--- src/rtl/fetch_queue_stage.sv ---
// rtl/fetch_queue_stage.sv - MIPS fetch stage with prefetch queue and registered F/D interface
module fetch_queue_stage #(
    parameter int               XLEN      = 32,
    parameter int               IQ_DEPTH  = 4,
    parameter logic [XLEN-1:0]  RESET_PC  = '0,
    parameter logic [XLEN-1:0]  NOP_INSTR = '0
) (
    input  logic                        clk,
    input  logic                        rst,
    input  logic                        stallD,
    input  logic                        flush,
    input  logic                        isbranchtakenE,
    input  logic [XLEN-1:0]             branchtargetE,
    output logic [XLEN-1:0]             imem_addr,
    input  logic [XLEN-1:0]             imem_rdata,
    output logic [XLEN-1:0]             instrD,
    output logic [XLEN-1:0]             pcD,
    output logic [XLEN-1:0]             pcplus4D,
    output logic                        validD,
    output logic [$clog2(IQ_DEPTH):0]   iq_count
);

    localparam int PW = $clog2(IQ_DEPTH);
    localparam int CW = PW + 1;
    localparam logic [PW-1:0]   PTR_ONE  = PW'(1);
    localparam logic [CW-1:0]   CNT_ONE  = CW'(1);
    localparam logic [CW-1:0]   CNT_FULL = CW'(IQ_DEPTH);
    localparam logic [XLEN-1:0] PC_STEP  = XLEN'(4);

    logic [XLEN-1:0] iq_pc_q    [IQ_DEPTH];
    logic [XLEN-1:0] iq_instr_q [IQ_DEPTH];

    logic [XLEN-1:0] pcf_q, pcf_d;
    logic [PW-1:0]   rd_ptr_q, rd_ptr_d;
    logic [PW-1:0]   wr_ptr_q, wr_ptr_d;
    logic [CW-1:0]   count_q, count_d;
    logic [XLEN-1:0] instrD_q, instrD_d;
    logic [XLEN-1:0] pcD_q, pcD_d;
    logic [XLEN-1:0] pcplus4D_q, pcplus4D_d;
    logic            validD_q, validD_d;

    logic full;
    logic push;
    logic pop;

    // Fullness uses the registered count, so a same-cycle pop never frees room for the push.
    assign full = (count_q == CNT_FULL);
    assign push = !full && !isbranchtakenE;
    assign pop  = !isbranchtakenE && !flush && !stallD && (count_q != '0);

    always_comb begin
        pcf_d      = pcf_q;
        rd_ptr_d   = rd_ptr_q;
        wr_ptr_d   = wr_ptr_q;
        count_d    = count_q;
        instrD_d   = instrD_q;
        pcD_d      = pcD_q;
        pcplus4D_d = pcplus4D_q;
        validD_d   = validD_q;

        if (isbranchtakenE) begin
            pcf_d      = branchtargetE;
            rd_ptr_d   = '0;
            wr_ptr_d   = '0;
            count_d    = '0;
            instrD_d   = NOP_INSTR;
            pcD_d      = '0;
            pcplus4D_d = '0;
            validD_d   = 1'b0;
        end else begin
            if (push) begin
                wr_ptr_d = wr_ptr_q + PTR_ONE;
                pcf_d    = pcf_q + PC_STEP;
            end

            if (flush || (!stallD && count_q == '0)) begin
                instrD_d   = NOP_INSTR;
                pcD_d      = '0;
                pcplus4D_d = '0;
                validD_d   = 1'b0;
            end else if (pop) begin
                instrD_d   = iq_instr_q[rd_ptr_q];
                pcD_d      = iq_pc_q[rd_ptr_q];
                pcplus4D_d = iq_pc_q[rd_ptr_q] + PC_STEP;
                validD_d   = 1'b1;
                rd_ptr_d   = rd_ptr_q + PTR_ONE;
            end

            case ({push, pop})
                2'b10:   count_d = count_q + CNT_ONE;
                2'b01:   count_d = count_q - CNT_ONE;
                default: count_d = count_q;
            endcase
        end
    end

    always_ff @(posedge clk) begin
        if (rst) begin
            pcf_q      <= RESET_PC;
            rd_ptr_q   <= '0;
            wr_ptr_q   <= '0;
            count_q    <= '0;
            instrD_q   <= NOP_INSTR;
            pcD_q      <= '0;
            pcplus4D_q <= '0;
            validD_q   <= 1'b0;
        end else begin
            pcf_q      <= pcf_d;
            rd_ptr_q   <= rd_ptr_d;
            wr_ptr_q   <= wr_ptr_d;
            count_q    <= count_d;
            instrD_q   <= instrD_d;
            pcD_q      <= pcD_d;
            pcplus4D_q <= pcplus4D_d;
            validD_q   <= validD_d;
        end
    end

    always_ff @(posedge clk) begin
        if (!rst && push) begin
            iq_pc_q[wr_ptr_q]    <= pcf_q;
            iq_instr_q[wr_ptr_q] <= imem_rdata;
        end
    end

    assign imem_addr = pcf_q;
    assign instrD    = instrD_q;
    assign pcD       = pcD_q;
    assign pcplus4D  = pcplus4D_q;
    assign validD    = validD_q;
    assign iq_count  = count_q;

endmodule

--- config.mk ---
export PLATFORM = sky130hd
export DESIGN_NAME = fetch_queue_stage
export DESIGN_NICKNAME = d
export VERILOG_FILES = /design/src/rtl/fetch_queue_stage.sv
export SDC_FILE = /design/constraint.sdc
export NUM_CORES = 1
export LEC_CHECK = 0
export ABC_CLOCK_PERIOD_IN_PS = 4250
export CAP_MARGIN = 0
export CORE_MARGIN = 3
export CORE_UTILIZATION = 55
export DETAILED_ROUTE_END_ITERATION = 8
export GPL_TIMING_DRIVEN = 0
export PLACE_DENSITY = 0.8
export SLEW_MARGIN = 20
export SYNTH_ARGS = -nofsm -noshare
export SYNTH_HDL_FRONTEND = slang
export SYNTH_SLANG_ARGS = --single-unit
export TNS_END_PERCENT = 5
--- constraint.sdc ---
create_clock -name clk -period 4.25 [get_ports clk]
set_input_delay 0.85 -clock clk [delete_from_list [all_inputs] [get_ports clk]]
set_output_delay 0.85 -clock clk [all_outputs]
set_load 0.02 [all_outputs]
==> results.py <==
metrics = {
    "critical_path": {
        "top_cell_family_by_delay_on_the_critical_path": "buffers and inverters",
        "crit_chain": "clkdlybuf4s50_1 -> or4_1 -> inv_1 -> buf_6 -> clkbuf_1 -> clkbuf_2 -> ha_1 -> inv_1 -> fa_1 -> xor2_1 -> or3_1 -> a21oi_1",
        "timing.setup.critical_path_class": "in2reg",
        "cp-end-kind": "flip-flop",
        "path_buf_inv": 6,
        "rrSetupSlack_ns": 0.61,
        "critical_path_peak_fanout": 10,
        "worst_ep_required_time_ns": 4.70,
        "arrival_ns": 4.43,
        "cpMostUsedCell": "sky130_fd_sc_hd__inv_1",
        "slowest_cell_delay_on_critical_path_ns": 0.64,
        "slowest_stage": "sky130_fd_sc_hd__or4_1",
        "timing.critical_path.from_type": "input pin",
    },
    "global_routing": {
        "grt_max_degree": 47,
        "grt_first_pass_wirelength_mm": 53.7,
        "grt_pass1_vias": 9724,
        "grt_use_total_pct": 23.8,
        "globalRouteOverflowTotal": 0,
        "number_of_antenna_violations_at_the_first_check_in_global_routing": 1,
    },
    "sta": {
        "finalHoldViolCount": 0,
        "rsz0062_at_grt": "no",
        "worst_clock_skew_ns": 0.0212,
        "period_utilisation_layout_pct": 93.8,
        "timing.final.crit_period_ns": 3.99,
        "drv_slew": 0,
        "slew-limit-headroom_pct": 41.9,
        "setup_violations_final": 0,
        "final.setup.tns_ns": 0,
        "clock.fmax_mhz": 251,
        "tightest_slew_ns": 0.871,
        "final.setup.worst_slack_ns": 0.263,
    },
    "synth": {
        "yosys_register_bits": 392,
        "post_synth_xor_area_fraction_pct": 3.41,
        "netlist_area_um2": 15200,
        "ys_warn_count": 0,
        "synth-edff-count": 256,
        "main_combinational_cell_family_by_area_after_synthesis": "multiplexers",
        "synth.avg_cell_area_um2": 14.3,
        "synth_sequential_area_ratio_pct": 68.6,
        "ys_async_sr_fraction_pct": 0,
        "synthesis.instances": 1063,
        "multiplexer_fraction_of_the_synthesized_cell_area_pct": 10.3,
        "synth-compound-area-share_pct": 5.03,
        "synthSimpleGateAreaFrac_pct": 9.70,
        "synth_nets": 1140,
        "synth_ff_type": "sky130_fd_sc_hd__edfxtp_1",
        "ys_types": 46,
        "post_synth_fa_ha_maj_area_fraction_pct": 0.709,
    },
    "clocking": {
        "cts_hold_repair.buffers": 0,
        "htreeDepth": 2,
        "clock_insertion_delay_worst_skew_ns": 0.53,
        "numClockSinks": 392,
        "cts_resized": 0,
        "cts-root-to-sink-buffers": 3,
        "clk_root_buffer_cell": "sky130_fd_sc_hd__clkbuf_16",
        "cts_tree": "done",
        "cts_setup_buffers": 0,
        "clk_pin_slew_ns": 0.06,
        "clock_buffer_count_from_cts": 39,
    },
    "drt": {
        "route.detailed.wl_per_inst_um": 21.0,
        "vias_per_cell": 5.76,
        "post-route-drc-count": 0,
        "ant_nets": 0,
        "route.vias.total": 9659,
        "dr.first_iter.drc_count": 752,
        "finalWirelength_mm": 35.3,
        "detailedRoute.firstPassIterationCount": 5,
    },
    "floorplanning": {
        "top_level_pins": 201,
        "core-area_um2": 27000,
        "die_outline_area_um2": 29600,
        "die_height_um": 172,
        "floorplan.rows": 60,
        "floorplan.die.width_um": 172,
        "initial_utilization_pct": 56.1,
    },
    "finish": {
        "area_delta_synth_final_pct": 25.3,
        "final_nets": 1383,
        "drive_gt1_share_pct": 10.7,
    },
    "placement": {
        "globalplace.congestion": 0.853,
        "dp_hpwl_mm": 24.1,
        "dpl_worst_slack_ns": -0.425,
        "io_buffers": 198,
    },
    "min_path": {
        "timing.hold.worst.class": "reg2reg",
    },
    "power": {
        "leakage_power_of_the_design_uw": 0.00602,
        "power_per_cell_area_nw_per_um2": 421,
        "peakVddDrop_mv": 0.314,
    },
    "run": {
        "number_of_max_capacitance_violations_reported": 0,
    },
    "run_status": {
        "result_of_the_run": "finished, final reports clean",
    },
}
layer usage:
layer | GRT usage [%] | part of all wire (%) | up-vias
li1 | - | - | 4449
met1 | 30.4 | 40 | 4707
met2 | 40.0 | 49 | 430
met3 | 6.04 | 8.1 | 73
met4 | 8.75 | 3.1 | 0
met5 | 0 | 0 | -
cell families (layout without fill, tap and decap cells):
| group | after synthesis | after routing |
|---|---|---|
| buf+inv | 75 | 347 |
| other cells | 0 | 1 |
| simple gates | 319 | 319 |
| flops | 392 | 392 |
| fa+ha+maj | 8 | 8 |
| mux | 71 | 71 |
| compound gates | 139 | 139 |
| xor+xnor | 59 | 59 |
synthesized netlist by cell type, types with 6 or more instances:
cell type,number,share of area (%)
sky130_fd_sc_hd__xnor2_1,29,1.7
sky130_fd_sc_hd__nor2_1,59,1.5
sky130_fd_sc_hd__nor3_1,7,0.23
sky130_fd_sc_hd__ha_1,7,0.58
sky130_fd_sc_hd__a21oi_1,88,2.9
sky130_fd_sc_hd__dfxtp_1,136,18
sky130_fd_sc_hd__nand3_1,24,0.79
sky130_fd_sc_hd__mux2i_1,7,0.46
sky130_fd_sc_hd__nor4_1,9,0.37
sky130_fd_sc_hd__o21ai_0,24,0.79
sky130_fd_sc_hd__xor2_1,30,1.7
sky130_fd_sc_hd__inv_1,13,0.32
sky130_fd_sc_hd__mux4_1,12,2.1
sky130_fd_sc_hd__a211oi_1,22,1.1
sky130_fd_sc_hd__clkbuf_1,44,1.1
sky130_fd_sc_hd__edfxtp_1,256,51
sky130_fd_sc_hd__nand2_1,167,4.1
sky130_fd_sc_hd__and3_1,7,0.29
sky130_fd_sc_hd__or3_1,6,0.25
sky130_fd_sc_hd__nand4_1,16,0.66
sky130_fd_sc_hd__mux4_2,51,7.6
worst paths after layout:
kind	end	cells past startpoint	from
min reg2reg	instrD[22]	2	instrD[22]
min	instrD[22]	2	instrD[22]
max reg2reg	iq_count[2]	12	iq_count[0]
max	iq_count[2]	12	flush
state kept, by name, summed over array words and instances (netlist names), named ones only:
name,cells
iq_instr_q,128
iq_pc_q,128
imem_addr,32
instrD,32
pcD,32
pcplus4D,30
iq_count,3
rd_ptr_q,2
wr_ptr_q,2
validD,1
cell usage in the layout, fill, tap and decap left out, drive strengths merged:
cell type / synthesis / final
or3: 6 / 6
nand4: 19 / 19
diode: 0 / 1
inv: 13 / 15
mux2i: 7 / 7
o22ai: 1 / 1
fa: 1 / 1
xor2: 30 / 30
clkinv: 1 / 12
ha: 7 / 7
or3b: 2 / 2
a21oi: 88 / 88
mux4: 64 / 64
bufinv: 0 / 5
nand2: 168 / 168
and4: 5 / 5
nor3b: 1 / 1
buf: 17 / 20
a211oi: 22 / 22
clkdlybuf4s50: 0 / 198
or2: 1 / 1
nor3: 8 / 8
nor4: 12 / 12
or4: 1 / 1
and3: 8 / 8
a311oi: 3 / 3
nand3: 24 / 24
edfxtp: 256 / 256
clkinvlp: 0 / 4
dfxtp: 136 / 136
and2: 5 / 5
o21ai: 25 / 25
xnor2: 29 / 29
clkbuf: 44 / 93
nor2: 59 / 59
report_power, final:
part	switching (µW)	total (µW)	internal, µW
clock network	1370	3440	2070
registers	66.3	4200	4130
logic	201	373	172
layout make-up:
class / instances / area, µm²
Sequential cell: 392 / 10400
Fill cell: 1817 / 8020
Multi-Input combinational cell: 596 / 4440
Timing Repair Buffer: 202 / 2090
Clock buffer: 48 / 1050
Tap cell: 341 / 427
Buffer: 61 / 290
Clock inverter: 22 / 243
Inverter: 14 / 52.6
Antenna cell: 1 / 2.50
tightest hold or removal path, stage by stage (launching register included):
cell,delay (ns)
sky130_fd_sc_hd__dfxtp_1,0.30
sky130_fd_sc_hd__nand2_1,0.05
sky130_fd_sc_hd__a21oi_1,0.05
stage by stage:
stage          power, µW  std cells  util (%)  hold slack [ns]  cell area (µm²)
6_report            8010       1677      70.3            0.453            19000
5_1_grt             8240       1677      70.3            0.466            19000
4_1_cts             8060       1676      70.3            0.454            19000
3_5_place_dp        4650       1606      65.5            0.446            17700
3_3_place_gp        4630       1602      65.0            0.441            17600
2_1_floorplan       4450       1063         -            0.523            15200
(Power assumes the default switching activity.)
